`config.mk`:
```
export PLATFORM = sky130hd
export DESIGN_NAME = mc_sequencer
export DESIGN_NICKNAME = d
export VERILOG_FILES = /design/src/rtl/mc_sequencer.sv
export SDC_FILE = /design/constraint.sdc
export NUM_CORES = 1
export LEC_CHECK = 0
export ABC_AREA = 1
export BUFFER_PORTS_ARGS = -buffer_cell sky130_fd_sc_hd__buf_2
export CAP_MARGIN = 30
export CORE_MARGIN = 1.5
export CORE_UTILIZATION = 39
export DETAILED_ROUTE_END_ITERATION = 6
export PLACE_DENSITY = 0.84
export SYNTH_ARGS = -nofsm -noshare
export SYNTH_HDL_FRONTEND = slang
export SYNTH_SLANG_ARGS = --single-unit
```
`constraint.sdc`:
```
create_clock -name clk -period 1.25 [get_ports clk]
set_input_delay 0 -clock clk [delete_from_list [all_inputs] [get_ports clk]]
set_output_delay 0 -clock clk [all_outputs]
set_load 0.01 [all_outputs]
```
`src/rtl/mc_sequencer.sv`:
```
// Multi-cycle controller sequencer: fetch/decode/execute FSM driving datapath controls.
// Optional feature: define MC_SEQ_PERF_EN to enable the retired-instruction counter;
// without it the retired port reads constant zero and no counter flops are built.
module mc_sequencer (
    input  logic        clk,
    input  logic        reset,
    input  logic [5:0]  op,
    input  logic        mem_ready,
    output logic        PCWrite,
    output logic        PCWriteCond,
    output logic        IorD,
    output logic        MemRead,
    output logic        MemWrite,
    output logic        IRWrite,
    output logic        MemtoReg,
    output logic        ALUSrcA,
    output logic        RegWrite,
    output logic        RegDst,
    output logic [1:0]  PCSource,
    output logic [1:0]  ALUOp,
    output logic [1:0]  ALUSrcB,
    output logic [3:0]  state,
    output logic        illegal,
    output logic [31:0] retired
);

    typedef enum logic [3:0] {
        StFetch    = 4'd0,
        StDecode   = 4'd1,
        StMemAddr  = 4'd2,
        StMemRead  = 4'd3,
        StLwWb     = 4'd4,
        StMemWrite = 4'd5,
        StExec     = 4'd6,
        StRwb      = 4'd7,
        StBranch   = 4'd8,
        StJump     = 4'd9,
        StTrap     = 4'd10
    } state_e;

    localparam logic [5:0] OpRtype = 6'b000000;
    localparam logic [5:0] OpLw    = 6'b100011;
    localparam logic [5:0] OpSw    = 6'b101011;
    localparam logic [5:0] OpBeq   = 6'b000100;
    localparam logic [5:0] OpJ     = 6'b000010;

    state_e     r_state;
    state_e     w_next;
    logic       w_pc_write;
    logic       w_pc_write_cond;
    logic       w_mem_read;
    logic       w_mem_write;
    logic       w_ir_write;
    logic       w_reg_write;

    // State register; reset aborts any in-flight instruction back to fetch.
    always_ff @(posedge clk or posedge reset) begin
        if (reset) begin
            r_state <= StFetch;
        end else begin
            r_state <= w_next;
        end
    end

    // Next-state decode and per-state control outputs.
    always_comb begin
        w_next          = StTrap;
        w_pc_write      = 1'b0;
        w_pc_write_cond = 1'b0;
        w_mem_read      = 1'b0;
        w_mem_write     = 1'b0;
        w_ir_write      = 1'b0;
        w_reg_write     = 1'b0;
        IorD            = 1'b0;
        MemtoReg        = 1'b0;
        ALUSrcA         = 1'b0;
        RegDst          = 1'b0;
        PCSource        = 2'b00;
        ALUOp           = 2'b00;
        ALUSrcB         = 2'b00;
        illegal         = 1'b0;
        case (r_state)
            StFetch: begin
                w_mem_read = 1'b1;
                ALUSrcB    = 2'b01;
                // IR and PC only update on the cycle memory delivers the word.
                w_ir_write = mem_ready;
                w_pc_write = mem_ready;
                w_next     = mem_ready ? StDecode : StFetch;
            end
            StDecode: begin
                ALUSrcB = 2'b11;
                case (op)
                    OpRtype:    w_next = StExec;
                    OpLw, OpSw: w_next = StMemAddr;
                    OpBeq:      w_next = StBranch;
                    OpJ:        w_next = StJump;
                    default:    w_next = StTrap;
                endcase
            end
            StMemAddr: begin
                ALUSrcA = 1'b1;
                ALUSrcB = 2'b10;
                case (op)
                    OpLw:    w_next = StMemRead;
                    OpSw:    w_next = StMemWrite;
                    default: w_next = StTrap;
                endcase
            end
            StMemRead: begin
                w_mem_read = 1'b1;
                IorD       = 1'b1;
                w_next     = mem_ready ? StLwWb : StMemRead;
            end
            StLwWb: begin
                w_reg_write = 1'b1;
                MemtoReg    = 1'b1;
                w_next      = StFetch;
            end
            StMemWrite: begin
                w_mem_write = 1'b1;
                IorD        = 1'b1;
                w_next      = mem_ready ? StFetch : StMemWrite;
            end
            StExec: begin
                ALUSrcA = 1'b1;
                ALUOp   = 2'b10;
                w_next  = StRwb;
            end
            StRwb: begin
                RegDst      = 1'b1;
                w_reg_write = 1'b1;
                w_next      = StFetch;
            end
            StBranch: begin
                ALUSrcA         = 1'b1;
                ALUOp           = 2'b01;
                w_pc_write_cond = 1'b1;
                PCSource        = 2'b01;
                w_next          = StFetch;
            end
            StJump: begin
                w_pc_write = 1'b1;
                PCSource   = 2'b10;
                w_next     = StFetch;
            end
            StTrap: begin
                illegal = 1'b1;
                w_next  = StTrap;
            end
            // Unused codes fall into the trap on the next edge.
            default: w_next = StTrap;
        endcase
    end

    // Write/read enables are held off for the whole reset assertion.
    assign PCWrite     = w_pc_write & ~reset;
    assign PCWriteCond = w_pc_write_cond & ~reset;
    assign MemRead     = w_mem_read & ~reset;
    assign MemWrite    = w_mem_write & ~reset;
    assign IRWrite     = w_ir_write & ~reset;
    assign RegWrite    = w_reg_write & ~reset;
    assign state       = r_state;

`ifdef MC_SEQ_PERF_EN
    logic [31:0] r_retired;
    logic        w_retire;

    // An instruction retires on the edge that leaves its final state.
    always_comb begin
        w_retire = 1'b0;
        case (r_state)
            StLwWb, StRwb, StBranch, StJump: w_retire = 1'b1;
            StMemWrite:                      w_retire = mem_ready;
            default:                         w_retire = 1'b0;
        endcase
    end

    // Free-running retired counter, wraps modulo 2^32.
    always_ff @(posedge clk or posedge reset) begin
        if (reset) begin
            r_retired <= 32'd0;
        end else if (w_retire) begin
            r_retired <= r_retired + 32'd1;
        end
    end

    assign retired = r_retired;
`else
    assign retired = 32'd0;
`endif

endmodule

```
==> out/results.txt <==
grt total ovfl: 0
Reg-to-Reg Start: state[1]
die width: 47.5 um
drt pass-1 iters: 4
fin area: 981 um^2
RSZ-0062 raised after global routing: yes
Seq cells post-synth: 4
Post-DRT Antenna Nets: 0
hold depth: 4
CTS root buf: clkbuf_4
vias in the first global route: 582
kind of end point of the critical path: primary output
status: complete, but fails checks
Final Hold Viols: 0
largest net degree at the start of global routing: 9
global-route wire length before repair: 2330 um
worst setup path end: PCWrite
clk sink count: 4
Die Area: 2260 um^2
violated checks: negative setup slack
Avg Cell Area, Syn: 6.08 um^2
Sw Ratio: 32.3%
via count: 782
Final setup viols: 7
total core area: 1780 um^2
crit path launch: state[2]
sequential power share: 34.7%
Core Rows: 15
CTS tree: built
input/output buffers: 29
register area: 104 um^2
Clock Skews: 0.000374 ns
post-route non-filler standard cell count: 193
H-tree lvl count: 1
CTS Buffer Depth: 2
clock share of power: 42.2%
worst hold path type: in2reg
Tmin final: 1.32 ns
setup slack, reg-to-reg: 0.04 ns
switching power: 0.121 mW
Crit Path Max Fanout: 3
Via density: 4.05
Comb pwr share: 23.1%
initial antenna violation count: 0
Final Core Density: 55.0%
DRC: 0
Int Pwr: 0.254 mW
CP startpoint kind: flip-flop
Cell Area, Synth: 772 um^2
Routed wire per std cell: 8.62 um
Total Wirelength: 1660 um
Die Span Y: 47.5 um
max reg flops: 4
CP arrival: 1.32 ns
placed cells: 179
pwr/cell area: 382 nW/um^2
# nets final: 179
cts bufs inserted: 3
setup total negative slack: -0.274 ns
r2r endpoint: state[0]
R2R cell count: 6
fin crit share: 105%
CP Data Required Time: 1.25 ns
fillers: 179
Syn. warnings: 0
Total GRT Usage: 14.9%
Clock Latency Late Sink: 0.23 ns
pre-CTS setup slack: 0.0843 ns
leakage: 0.586 nW
Pins Over Slew Limit: 0
Synth Instances: 127
gp weighted congestion: 0.821
MaxCap Viol Count: 0
Starting Density: 43.3%
P&R area growth vs syn: 27.1%
Final Worst Setup Slack: -0.0685 ns
n_diodes: 0
Seq/Total Area, Yosys: 13.0%
clk slew on worst S/H paths: 0.04 ns
Peak Freq: 758 MHz
share of cells above drive strength 1: 42.3%
dpl hpwl: 1210 um
CP Class: reg2out
count of cell types in the netlist: 19
num ports: 62
placed cell area: 817 um^2
1st-iter DRT viols: 14
maximum VDD drop: 0.277 mV
Multi-input gate area: 504 um^2
## routing by layer
layer | up-vias | routed length [um] | track usage, %
li1 | 405 | - | -
met1 | 340 | 650 | 16.8
met2 | 37 | 891 | 25.7
met3 | 0 | 122 | 3.40
met4 | 0 | 0 | 8.33
met5 | - | 0 | 0
## critical path, stage by stage (launching register included)
cell and delay, ns:
dfrtp_1 0.41, buf_6 0.14, nor2_4 0.11, nand3_2 0.10, a21oi_1 0.16, buf_2 0.16
## power groups by stage
| stage | clock network, mW | registers, mW | logic [mW] |
|---|---|---|---|
| final | 0.158 | 0.130 | 0.0866 |
| after global routing | 0.177 | 0.130 | 0.102 |
| after CTS | 0.166 | 0.130 | 0.0840 |
| after detailed placement | 0 | 0.132 | 0.0814 |
| after global placement | 0 | 0.132 | 0.0809 |
| after floorplan | 0 | 0.132 | 0.134 |
## metrics by stage
step,total power [mW],hold WS [ns]
after CTS,0.381,0.0941
after detailed placement,0.213,-0.0482
after global placement,0.213,-0.0499
after global routing,0.409,0.125
after floorplan,0.266,-0.234
final,0.375,0.102
## cell type report
cell class                      instances  area share [%]
Clock buffer                            3            2.30
Inverter                               21            8.42
Tap cell                               25            3.19
Sequential cell                         4            10.6
Multi-Input combinational cell        100            51.4
Timing Repair Buffer                   40            24.1
## synth_stat cells (all sizes together)
| master | instances | area, um^2 |
|---|---|---|
| a211oi | 1 | 7.51 |
| a21oi | 1 | 5.00 |
| buf | 33 | 248 |
| clkinv | 2 | 8.75 |
| conb | 1 | 3.75 |
| dfrtp | 4 | 100 |
| inv | 19 | 71.3 |
| nand2 | 18 | 77.6 |
| nand3 | 14 | 80.1 |
| nand4 | 2 | 12.5 |
| nor2 | 30 | 148 |
| o21ai | 2 | 10.0 |
## cell families (layout without fill, tap and decap cells)
kind of cell	count (synthesis)	count (layout)	share of synthesized area (%)
other	1	32	0.486
DFF	4	4	13.0
AOI/OAI and AO/OA	4	4	2.92
buffers and inverters	54	64	42.5
and+or+nand+nor	64	64	41.2
## what timing repair did
action	in CTS	in global routing
gates resized for setup	10	10
hold buffers	1	0
buffers inserted	6	4
hold endpoints to repair	4	0
gates cloned	0	0
pin swaps	5	8
setup endpoints to repair	11	15
## cell usage in the layout, fill, tap and decap left out, types with 5 or more instances in the layout
cell / netlist / final
conb_1: 1 / 32
buf_2: 0 / 28
nor2_1: 24 / 18
nand2_1: 16 / 14
inv_1: 13 / 13
nand3_1: 12 / 12
buf_4: 33 / 10
nor2_4: 4 / 7
inv_2: 6 / 5
nor2_2: 2 / 5
## how the worst min path moves through the flow
stage	start	to	slack, ns
after CTS	op[4]	state[0]	0.09
after global routing	op[4]	state[0]	0.13
after global placement	reset	state[2]	-0.05
after floorplan	reset	state[0]	-0.23
final	op[4]	state[0]	0.10
after detailed placement	reset	state[2]	-0.05
(Power assumes the default switching activity.)
